===== config.mk =====
export PLATFORM = sky130hd
export DESIGN_NAME = serial_cmd_ctrl
export DESIGN_NICKNAME = d
export VERILOG_FILES = /design/src/rtl/serial_ctrl_pkg.sv /design/src/rtl/byte_timeout.sv /design/src/rtl/serial_cmd_ctrl.sv
export SDC_FILE = /design/constraint.sdc
export NUM_CORES = 1
export LEC_CHECK = 0
export ABC_AREA = 1
export BUFFER_PORTS_ARGS = -buffer_cell sky130_fd_sc_hd__buf_2
export CORE_ASPECT_RATIO = 1.4
export CORE_UTILIZATION = 35
export DETAILED_ROUTE_END_ITERATION = 16
export MAX_ROUTING_LAYER = met4
export SLEW_MARGIN = 0
export SYNTH_ARGS = -nofsm -noshare
export SYNTH_HDL_FRONTEND = slang
export SYNTH_SLANG_ARGS = --single-unit

===== constraint.sdc =====
create_clock -name clk -period 6 [get_ports clk]
set_clock_uncertainty 0.05 [all_clocks]
set_input_delay 0.9 -clock clk [delete_from_list [all_inputs] [get_ports clk]]
set_output_delay 0.9 -clock clk [all_outputs]
set_load 0.05 [all_outputs]

===== src/rtl/serial_ctrl_pkg.sv =====
// Shared state encoding and protocol byte constants for the serial command controller.
package serial_ctrl_pkg;

    typedef enum logic [2:0] {
        ST_IDLE,
        ST_RECV,
        ST_START,
        ST_RUN,
        ST_RESP
    } state_t;

    localparam logic [7:0] SYNC_BYTE = 8'hA5;
    localparam logic [7:0] ACK_BYTE  = 8'h06;
    localparam logic [7:0] NAK_BYTE  = 8'h15;

endpackage


===== src/rtl/byte_timeout.sv =====
// Inter-byte watchdog: o_expire fires on the TIMEOUT_CYC-th consecutive enabled cycle
// without a clear; a clear in the same cycle wins over expiry.
module byte_timeout #(
    parameter int TIMEOUT_CYC = 100_000
) (
    input  logic clk,
    input  logic rst,
    input  logic i_clear,
    input  logic i_enable,
    output logic o_expire
);
    localparam int CW = $clog2(TIMEOUT_CYC + 1);

    logic [CW-1:0] r_cnt;

    assign o_expire = i_enable && !i_clear && (r_cnt == CW'(TIMEOUT_CYC - 1));

    always_ff @(posedge clk or posedge rst) begin
        if (rst)
            r_cnt <= '0;
        else if (i_clear || o_expire)
            r_cnt <= '0;
        else if (i_enable)
            r_cnt <= r_cnt + CW'(1);
    end

endmodule


===== src/rtl/serial_cmd_ctrl.sv =====
// Receives sync/payload/checksum packets over UART, launches the serial-out engine
// on a good packet and answers every packet with a single ACK or NAK byte.
module serial_cmd_ctrl
    import serial_ctrl_pkg::*;
#(
    parameter int PACK_NUM    = 9,
    parameter int TIMEOUT_CYC = 100_000,
    parameter int PAY_W       = 8 * (PACK_NUM - 2)
) (
    input  logic             clk,
    input  logic             rst,
    input  logic [7:0]       i_rx_data,
    input  logic             i_rx_done_tick,
    output logic             o_start_tick,
    output logic [PAY_W-1:0] o_payload,
    input  logic             i_done_tick,
    output logic             o_tx_start,
    output logic [7:0]       o_tx_data,
    input  logic             i_tx_done_tick,
    output logic             o_busy,
    output logic             o_drop_tick
);
    localparam int CNT_W = $clog2(PACK_NUM + 1);

    state_t             r_state, w_next;
    logic [CNT_W-1:0]   r_count;
    logic [7:0]         r_xor;
    logic [PAY_W-1:0]   r_shadow;
    logic [PAY_W-1:0]   r_payload;
    logic [7:0]         r_tx_data;
    logic               r_tx_start;
    logic               r_drop;

    logic w_rx_accept, w_last, w_sum_ok, w_expire, w_clear, w_enter_resp, w_sync;

    assign w_sync       = (i_rx_data == SYNC_BYTE);
    assign w_rx_accept  = i_rx_done_tick && (r_state == ST_RECV);
    assign w_last       = w_rx_accept && (r_count == CNT_W'(PACK_NUM - 1));
    assign w_sum_ok     = ((r_xor ^ i_rx_data) == 8'h00);
    assign w_clear      = w_rx_accept || (r_state != ST_RECV);
    assign w_enter_resp = (w_next == ST_RESP) && (r_state != ST_RESP);

    byte_timeout #(.TIMEOUT_CYC(TIMEOUT_CYC)) u_timeout (
        .clk      (clk),
        .rst      (rst),
        .i_clear  (w_clear),
        .i_enable (r_state == ST_RECV),
        .o_expire (w_expire)
    );

    always_ff @(posedge clk or posedge rst) begin
        if (rst)
            r_state <= ST_IDLE;
        else
            r_state <= w_next;
    end

    // A byte arriving in the expiry cycle is accepted: the rx tick is tested first.
    always_comb begin
        w_next = r_state;
        case (r_state)
            ST_IDLE:  if (i_rx_done_tick && w_sync) w_next = ST_RECV;
            ST_RECV: begin
                if (w_last)
                    w_next = w_sum_ok ? ST_START : ST_RESP;
                else if (!i_rx_done_tick && w_expire)
                    w_next = ST_RESP;
            end
            ST_START: w_next = ST_RUN;
            ST_RUN:   if (i_done_tick) w_next = ST_RESP;
            ST_RESP:  if (i_tx_done_tick) w_next = ST_IDLE;
            default:  w_next = ST_IDLE;
        endcase
    end

    always_comb begin
        o_start_tick = (r_state == ST_START);
        o_busy       = (r_state != ST_IDLE);
    end

    always_ff @(posedge clk or posedge rst) begin
        if (rst) begin
            r_count    <= '0;
            r_xor      <= '0;
            r_shadow   <= '0;
            r_payload  <= '0;
            r_tx_data  <= '0;
            r_tx_start <= 1'b0;
            r_drop     <= 1'b0;
        end else begin
            r_drop     <= i_rx_done_tick &&
                          (((r_state == ST_IDLE) && !w_sync) ||
                           (r_state == ST_START) || (r_state == ST_RUN) || (r_state == ST_RESP));
            r_tx_start <= w_enter_resp;
            if (w_enter_resp)
                r_tx_data <= (r_state == ST_RUN) ? ACK_BYTE : NAK_BYTE;
            // Payload is presented for the whole START cycle alongside o_start_tick.
            if (w_next == ST_START)
                r_payload <= r_shadow;

            case (r_state)
                ST_IDLE: begin
                    if (i_rx_done_tick && w_sync) begin
                        r_count  <= CNT_W'(1);
                        r_xor    <= SYNC_BYTE;
                        r_shadow <= '0;
                    end
                end
                ST_RECV: begin
                    if (w_rx_accept) begin
                        if (w_last) begin
                            r_count <= '0;
                            r_xor   <= '0;
                        end else begin
                            r_shadow <= PAY_W'({r_shadow, i_rx_data});
                            r_xor    <= r_xor ^ i_rx_data;
                            r_count  <= r_count + CNT_W'(1);
                        end
                    end else if (w_expire) begin
                        r_count  <= '0;
                        r_xor    <= '0;
                        r_shadow <= '0;
                    end
                end
                default: ;
            endcase
        end
    end

    assign o_payload   = r_payload;
    assign o_tx_data   = r_tx_data;
    assign o_tx_start  = r_tx_start;
    assign o_drop_tick = r_drop;

endmodule


Yosys cells after proc, flatten, opt, wreduce, memory -nomap -nowiden
Cells that the tools add are included.

word-level totals
  flip-flop bits (word level) = 154
  bits of input ports = 13
  word-level logic and storage cells = 75

cells by class
  add/subtract/negate cells = 2
  equal/unequal tests = 14
  multiplexer cells = 25
  bitwise logic cells = 1
  reduce and logical (&&, ||, !) cells = 24

operator list
  operator                                              number
  2-to-1 mux 56 bit                                     4
  one-hot mux 56 bit (2 select lines)                   1
  2-to-1 mux 17 bit                                     2
  2-to-1 mux 8 bit                                      4
  2-to-1 mux 3 bit                                      6
  adder 17 x 1 -> 17 bit (second input constant)        1
  equality test 17 bit (second input constant)          1
  2-to-1 mux 4 bit                                      4
  one-hot mux 8 bit (2 select lines)                    1
  one-hot mux 3 bit (5 select lines)                    1
  equality test 3 x 2 -> 1 bit (second input constant)  3
  logical AND 1 bit                                     9
  != test 3 bit (second input constant)                 3
  equality test 8 bit (second input constant)           1
  logical NOT 8 bit                                     1
  one-hot mux 4 bit (2 select lines)                    1
  bitwise XOR 8 bit                                     1
  equality test 3 bit (second input constant)           2
  logical OR 1 bit                                      5
  2-to-1 mux 5 bit                                      1
  adder 4 x 1 -> 4 bit (second input constant)          1
  equality test 4 bit (second input constant)           1
  AND reduction 4 bit                                   1
  nonzero test 2 bit                                    2
  7 further kinds                                       9

Depth between registers and ports, before layout
Gate-level depths: netlist of the first run.

  depth in word-level cells = 12
  mapped depth = 13
  gate-level depth less buffers = 11

Cells and area by module
Synthesis of the first run repeated with hierarchy kept, for this count alone.

unflattened totals
  cells, all modules = 799
  area, all modules = 7029.2 µm²

modules (own cells, without submodules)
  module           times used  cells each  area an instance (µm²)
  serial_cmd_ctrl  1           636         5943.2
  byte_timeout     1           163         1086.0

Worst setup path before layout of the first run
No wires, ideal clock.

  kind = register to output
  from = reg r_state[2]
  to = out o_start_tick
  arrival = 1202 ps
  data required time = 5050 ps
  slack = 3848 ps
  stages on the path, launching flop included = 4
  buffers on the path = 0
  cells stage by stage = dfrtp_1 -> inv_2 -> nand2_1 -> nor2_1

between the ends
  word-level cells in the longest chain between the ends = 1

ends and longest elaborated chain
  element                       line                   RTL
  start, declared               serial_cmd_ctrl.sv:25  state_t r_state, w_next;
  start signal, assigned        serial_cmd_ctrl.sv:55  r_state <= w_next;
  equality test 3 x 2 -> 1 bit  serial_cmd_ctrl.sv:77  o_start_tick = (r_state == ST_START);
  end, declared                 serial_cmd_ctrl.sv:14  output logic o_start_tick,

No other way between the ends.

Final worst setup path of the first run
  from = reg r_state[2]
  to = reg r_shadow[49]

between the ends
  word-level cells in the longest chain between the ends = 8
  elaborated cells between the ends (all ways) = 16
  those cells by class = eq/ne: 5; mux: 2; reduce/logical: 9

ends and longest elaborated chain
  element                               line                                                                  RTL
  equality test 3 x 1 -> 1 bit          serial_cmd_ctrl.sv:37, serial_cmd_ctrl.sv:47, serial_cmd_ctrl.sv:101
  logical AND 1 bit                     serial_cmd_ctrl.sv:37                                                 assign w_rx_accept = i_rx_done_tick && (r_state == ST_RECV);
  logical OR 1 bit                      serial_cmd_ctrl.sv:40                                                 assign w_clear = w_rx_accept || (r_state != ST_RECV);
  logical NOT 1 bit                     byte_timeout.sv:16                                                    assign o_expire = i_enable && !i_clear && (r_cnt == CW'(TIMEOUT_CYC - 1));
  logical AND 1 bit (2 in a row)        byte_timeout.sv:16
  != test 3 bit (no source line)        n/a
  AND reduction 4 bit (no source line)  n/a
  end signal, assigned                  serial_cmd_ctrl.sv:115                                                r_shadow <= PAY_W'({r_shadow, i_rx_data});
  end, declared                         serial_cmd_ctrl.sv:28                                                 logic [PAY_W-1:0] r_shadow;

Several ways; a longest one is shown, not always the timed one.
A chain may end at the register's enable or synchronous reset.

==> flow_metrics.env, run 1 <==
export IMPL_antennaDiodeCount=0
export IMPL_flow_area_growth_from_synthesis_pct=16.9
export IMPL_number_of_synthesized_flops_with_an_enable_pin=0
export IMPL_timing_final_crit_share_pct=53.4
export IMPL_clk_pin_slew_ns=0.06
export IMPL_detail_route_antenna_nets=0
export IMPL_finish_net_count=852
export IMPL_detailed_place_hpwl_um=9130
export IMPL_netSwitchingFraction_pct=23.5
export IMPL_synthesis_area_per_instance_um2=8.60
export IMPL_cts_buf_count=17
export IMPL_grt_pass1_wl_um=23200
export IMPL_worst_setup_path_type="flop to flop"
export IMPL_worst_endpoint_arrival_ns=3.50
export IMPL_placement_rows=59
export IMPL_most_common_layout_cells="253 x nand2_1, 149 x dfrtp_1, 100 x inv_1"
export IMPL_mostFrequentLayoutCell="nand2_1"
export IMPL_combinationalPowerShare_pct=6.7
export IMPL_post_synth_and_or_nand_nor_area_fraction_pct=20.6
export IMPL_maximum_fanout_along_the_worst_path=65
export IMPL_crit_path_start="r_state[2]$_DFF_PP0_"
export IMPL_multiInputGateArea_mm2=0.00227
export IMPL_globalRouteTotalUtil_pct=15.7
export IMPL_dpl_instance_area_mm2=0.00712
export IMPL_final_fill_count=1921
export IMPL_rsz_0062_raised_after_global_routing="false"
export IMPL_largest_family_of_logic_cells_by_synthesized_area="simple AND/OR/NAND/NOR gates"
export IMPL_cellInternalPower_mw=1.80
export IMPL_max_slew_margin_rel_pct=29.1
export IMPL_pwr_density_cell_mw_per_mm2=304
export IMPL_numClockSinks=149
export IMPL_power_net_switching_mw=0.553
export IMPL_port_buffer_cells=76
export IMPL_dieArea_mm2=0.0195
export IMPL_crit_required_ns=6.29
export IMPL_number_of_antenna_violations_at_the_first_check_in_global_routing=0
export IMPL_power_total_mw=2.35
export IMPL_grt_pass1_vias=4757
export IMPL_fp_dieH_um=165
export IMPL_synth_cell_types=31
export IMPL_drive_gt1_share_pct=18.1
export IMPL_r2r_start="r_state[2]$_DFF_PP0_"
export IMPL_synth_register_bits=149
export IMPL_startpoint_type="flop"
export IMPL_timing_setup_tns_ns=0
export IMPL_worst_skew_pair_late_latency_ns=0.42
export IMPL_post_route_cell_area_mm2=0.00775
export IMPL_cells_resized_by_post_cts_repair=0
export IMPL_start_util_pct=35.6
export IMPL_vdd_ir_drop_worst_uv=179
export IMPL_setup_viol=0
export IMPL_final_hold_vio_count=0
export IMPL_finalHoldWorstSlack_ns=0.405
export IMPL_finalWeightedCongestion=0.888
export IMPL_detail_route_vias_per_cell=4.49
export IMPL_synth_mux_area_fraction_pct=0
export IMPL_synth_cell_area_mm2=0.00663
export IMPL_ctsHtreeMaxLevel=4
export IMPL_route_vias_total=4903
export IMPL_ioPinCount=81
export IMPL_min_from="o_tx_data[2]$_DFFE_PP0P_"
export IMPL_sequential_share_of_the_synthesized_area_pct=56.2
export IMPL_final_max_slew_violation_count=0
export IMPL_yosysWarnings=0
export IMPL_mean_routed_wirelength_per_cell_um=12.4
export IMPL_cts_hold_buf=0
export IMPL_placeableCoreArea_mm2=0.0186
export IMPL_seq_area_mm2=0.00373
export IMPL_root_buffer="clkbuf_16"
export IMPL_drtPass1Iterations=4
export IMPL_seqPwrFrac_pct=45.3
export IMPL_outcome="completed"
export IMPL_tightestPinTransition_ns=1.06
export IMPL_synth_fa_ha_area_share_pct=0.566
export IMPL_globalRouteOverflowTotal=0
export IMPL_grt_max_degree=114
export IMPL_clock_tree_buffer_depth=2
export IMPL_drt_first_iter_violations=231
export IMPL_cts_tree="built"
export IMPL_async_reset_ff_share_pct=100
export IMPL_drcViolationCount=0
export IMPL_die_w_um=118
export IMPL_period_needed_ns=3.20
export IMPL_hold_path_class="flop to flop"
export IMPL_cp_end_kind="flop"
export IMPL_timing_max_cap_violations=0
export IMPL_max_freq_ghz=0.312
export IMPL_clock_power_share_pct=48.0
export IMPL_post_synth_xor_area_fraction_pct=0.661
export IMPL_synth_cells=771
export IMPL_synth_compound_area_share_pct=12.0
export IMPL_worst_r2r_setup_slack_ns=2.80
export IMPL_yosys_most_used_dff="dfrtp_1"
export IMPL_static_leakage_power_nw=3.57
export IMPL_post_cts_buffers=0
export IMPL_route_final_wire_length_um=13600
## metrics by stage
stage | util (%) | setup slack, ns | instances
after floorplan | - | 1.04 | 774
after global placement | 38.3 | 2.41 | 1061
after detailed placement | 38.3 | 2.39 | 1061
after CTS | 41.7 | 2.76 | 1093
after global routing | 41.7 | 2.38 | 1093
final | 41.7 | 2.80 | 1093
## final timing paths
check | endpoint | depth (start not counted)
worst max register to register | r_shadow[49]$_DFFE_PP0P_ | 13
worst min-delay path | o_tx_data[2]$_DFFE_PP0P_ | 2
max in group asynchronous | r_xor[6]$_DFFE_PP0P_ | 3
min in group asynchronous | o_payload[3]$_DFFE_PP0N_ | 2
worst min register to register | o_tx_data[2]$_DFFE_PP0P_ | 2
worst max-delay path | r_shadow[49]$_DFFE_PP0P_ | 13
## synth_stat cells, types with 2 or more instances
cell type	number	area, um^2
buf_4	5	37.5
ha_1	3	37.5
nand2_1	253	950
inv_2	5	18.8
xor2_1	3	26.3
xnor2_1	2	17.5
inv_1	101	379
nor2_4	3	33.8
nor3b_1	2	15.0
nor2_1	36	135
o21ai_1	78	390
nand4_1	8	50.1
nand2_4	2	22.5
buf_6	11	124
dfrtp_1	149	3730
a21oi_1	6	30.0
a31oi_1	5	31.3
clkbuf_1	11	41.3
o21ai_0	22	110
nand3_1	12	60.1
buf_2	9	45.0
o21ai_2	26	228
nand2_2	2	12.5
nor3_1	10	50.1
## sequential cells by signal (all words and copies together) (netlist names)
signal / count
u_timeout.r_cnt: 17
o_drop_tick: 1
r_state: 3
r_shadow: 56
r_xor: 8
o_tx_data: 3
o_tx_start: 1
r_count: 4
o_payload: 56
## routing by layer
metal | wire (um) | vias to the layer above | share of wire [%] | track usage (%)
li1 | - | 2537 | - | -
met1 | 6130 | 2271 | 45 | 18.4
met2 | 6820 | 72 | 50 | 26.2
met3 | 343 | 23 | 2.5 | 3.49
met4 | 282 | 0 | 2.1 | 6.41
met5 | 0 | - | 0 | -
## power groups by stage
stage	logic, mW	clock network, mW	registers [mW]
detailed placement	0.161	0	1.08
CTS	0.162	1.16	1.07
global placement	0.159	0	1.08
finish	0.158	1.13	1.07
global route	0.187	1.20	1.07
floorplan	0.137	0	1.08
## worst max-delay path, stage by stage (launching register included)
cell	delay, ns
dfrtp_1	0.38
inv_2	0.14
nand3_4	0.17
nor2_4	0.11
buf_4	0.47
inv_2	0.14
nor2_4	0.12
inv_2	0.06
nand2_1	0.07
nand2_1	0.09
nand2_4	0.54
buf_4	0.53
nand2_1	0.12
o21ai_2	0.08
## kinds of logic after synthesis
kind of cell             count (synthesis)
adder cells (fa/ha/maj)                  3
AO/OA/AOI/OAI                          138
AND/OR/NAND/NOR                        332
XOR/XNOR                                 5
flip-flops                             149
other                                    1
buffers and inverters                  143
## layout make-up
class / count / share of cell area (%)
multi-input combinational: 482 / 29.3
inverter: 106 / 5.20
sequential: 149 / 48.1
clock inverter: 12 / 2.28
clock buffer: 20 / 5.89
tap: 244 / 3.94
timing repair buffer: 80 / 5.30
(Power assumes the default switching activity.)
==> run 2: changes to the inputs <==
- clock period: 6 -> 2.9 ns (I/O delays scaled with it)
==> run 2 against run 1 <==
  * Total power up 99%
  * Combinational power up 120%
  * Sequential share of layout area down 0.32 points
  * Via count up 0.16%
  * Design area up 0.66%
==> flow_metrics.env, run 2 (synthesis gave the netlist of run 1 again) <==
export IMPL_outcome="completed"
export IMPL_timing_final_crit_share_pct=78.4
export IMPL_grt_pass1_vias=4612
export IMPL_startpoint_type="flop"
export IMPL_clk_pin_slew_ns=0.06
export IMPL_worst_setup_path_type="flop to flop"
export IMPL_period_needed_ns=2.27
export IMPL_port_buffer_cells=76
export IMPL_rsz_0062_raised_after_global_routing="false"
export IMPL_maximum_fanout_along_the_worst_path=40
export IMPL_grt_busiest_layer="met2"
export IMPL_cts_hold_buf=0
export IMPL_cts_tree="built"
export IMPL_final_max_slew_violation_count=0
export IMPL_tightestPinTransition_ns=0.856
export IMPL_drive_gt1_share_pct=18.5
export IMPL_vdd_ir_drop_worst_uv=382
export IMPL_global_route_usage_met3_pct=3.42
export IMPL_mostFrequentLayoutCell="nand2_1"
export IMPL_placeableCoreArea_mm2=0.0186
export IMPL_grt_pass1_wl_um=23300
export IMPL_dpl_instance_area_mm2=0.00723
export IMPL_max_freq_ghz=0.440
export IMPL_static_leakage_power_nw=3.61
export IMPL_route_final_wire_length_um=13900
export IMPL_flow_area_growth_from_synthesis_pct=17.7
export IMPL_netSwitchingFraction_pct=24.5
export IMPL_worst_endpoint_arrival_ns=2.50
export IMPL_final_hold_vio_count=0
export IMPL_ctsHtreeMaxLevel=4
export IMPL_combinationalPowerShare_pct=7.4
export IMPL_timing_max_cap_violations=0
export IMPL_numClockSinks=149
export IMPL_die_w_um=118
export IMPL_antennaDiodeCount=0
export IMPL_dieArea_mm2=0.0195
export IMPL_post_cts_buffers=0
export IMPL_root_buffer="clkbuf_16"
export IMPL_route_vias_total=4911
export IMPL_clock_power_share_pct=45.5
export IMPL_power_net_switching_mw=1.15
export IMPL_finalWeightedCongestion=0.849
export IMPL_grt_max_degree=113
export IMPL_fp_dieH_um=165
export IMPL_grt_met2_usage_pct=26.4
export IMPL_global_route_usage_met1_pct=18.5
export IMPL_post_route_cell_area_mm2=0.00780
export IMPL_detail_route_antenna_nets=0
export IMPL_multiInputGateArea_mm2=0.00227
export IMPL_drcViolationCount=0
export IMPL_clock_tree_buffer_depth=2
export IMPL_placement_rows=59
export IMPL_globalRouteTotalUtil_pct=15.8
export IMPL_seq_area_mm2=0.00373
export IMPL_drt_first_iter_violations=240
export IMPL_crit_required_ns=3.13
export IMPL_cells_resized_by_post_cts_repair=0
export IMPL_detailed_place_hpwl_um=9620
export IMPL_drtPass1Iterations=4
export IMPL_most_common_layout_cells="253 x nand2_1, 149 x dfrtp_1, 100 x inv_1"
export IMPL_cellInternalPower_mw=3.54
export IMPL_detail_route_vias_per_cell=4.48
export IMPL_timing_setup_tns_ns=0
export IMPL_worst_skew_pair_late_latency_ns=0.41
export IMPL_mean_routed_wirelength_per_cell_um=12.7
export IMPL_max_slew_margin_rel_pct=42.8
export IMPL_globalRouteOverflowTotal=0
export IMPL_final_fill_count=1898
export IMPL_pwr_density_cell_mw_per_mm2=600
export IMPL_hold_path_class="input port to asynchronous set/reset pin"
export IMPL_number_of_antenna_violations_at_the_first_check_in_global_routing=0
export IMPL_cp_end_kind="flop"
export IMPL_setup_viol=0
export IMPL_ioPinCount=81
export IMPL_seqPwrFrac_pct=47.1
export IMPL_finish_net_count=857
export IMPL_start_util_pct=35.6
export IMPL_cts_buf_count=17
[run 2: cell count changes in the layout (fill, tap and decap cells not counted), sizes merged]
cell      change
inv           -1
clkinvlp      -2
clkbuf        -1
bufinv        -2
clkinv        +5
buf           +5
[run 2: area by class of cell]
type | count | area share [%]
clock buffers | 19 | 5.68
clock inverters | 12 | 1.67
inverters | 106 | 5.15
multi-input cells | 482 | 29.1
flip-flops and latches | 149 | 47.8
well taps | 244 | 3.91
repair buffers | 85 | 6.70
[run 2: critical path, stage by stage (launching register included)]
cell and delay, ns:
dfrtp_1 0.39, inv_2 0.13, nand3_4 0.17, nor2_4 0.13
inv_2 0.08, nor2_4 0.09, inv_2 0.07, nand2_1 0.10
nand3_4 0.37, buf_4 0.39, nand2_1 0.09, o21ai_0 0.07
[run 2: worst paths after layout]
| path | start | end | slack [ns] | cells past startpoint |
|---|---|---|---|---|
| max reg2reg | r_state[2]$_DFF_PP0_ | o_payload[2]$_DFFE_PP0N_ | 0.63 | 11 |
| min in group clk | i_rx_data[4] | r_shadow[4]$_DFFE_PP0P_ | 0.25 | 3 |
| max in group asynchronous | rst | u_timeout.r_cnt[6]$_DFFE_PP0P_ | 2.02 | 3 |
| min | rst | r_xor[3]$_DFFE_PP0P_ | 0.14 | 2 |
| min reg2reg | u_timeout.r_cnt[0]$_DFFE_PP0P_ | u_timeout.r_cnt[0]$_DFFE_PP0P_ | 0.42 | 1 |
| max | r_state[2]$_DFF_PP0_ | o_payload[2]$_DFFE_PP0N_ | 0.63 | 11 |
[run 2: per-layer routing]
layer  up-vias  routed length [um]
li1       2541                   -
met1      2271                6360
met2        82                6970
met3        17                 336
met4         0                 284
met5         -                   0
[run 2: power groups by stage]
stage               logic [mW]  clock network [mW]  registers [mW]
detailed placement       0.351                   0            2.24
CTS                      0.353                2.18            2.20
global route             0.408                2.28            2.21
finish                   0.345                2.13            2.20
floorplan                0.284                   0            2.23
global placement         0.347                   0            2.24
[run 2: metrics by stage]
stage / setup WS, ns / power (mW) / utilization (%) / std cells / hold WS, ns
global route: 0.396 / 4.90 / 41.9 / 1097 / 0.195
CTS: 0.612 / 4.74 / 41.9 / 1097 / 0.163
detailed placement: 0.613 / 2.59 / 38.9 / 1066 / 0.412
floorplan: 0.540 / 2.52 / - / 774 / 0.382
finish: 0.625 / 4.68 / 41.9 / 1097 / 0.143
global placement: 0.658 / 2.59 / 38.9 / 1066 / 0.401
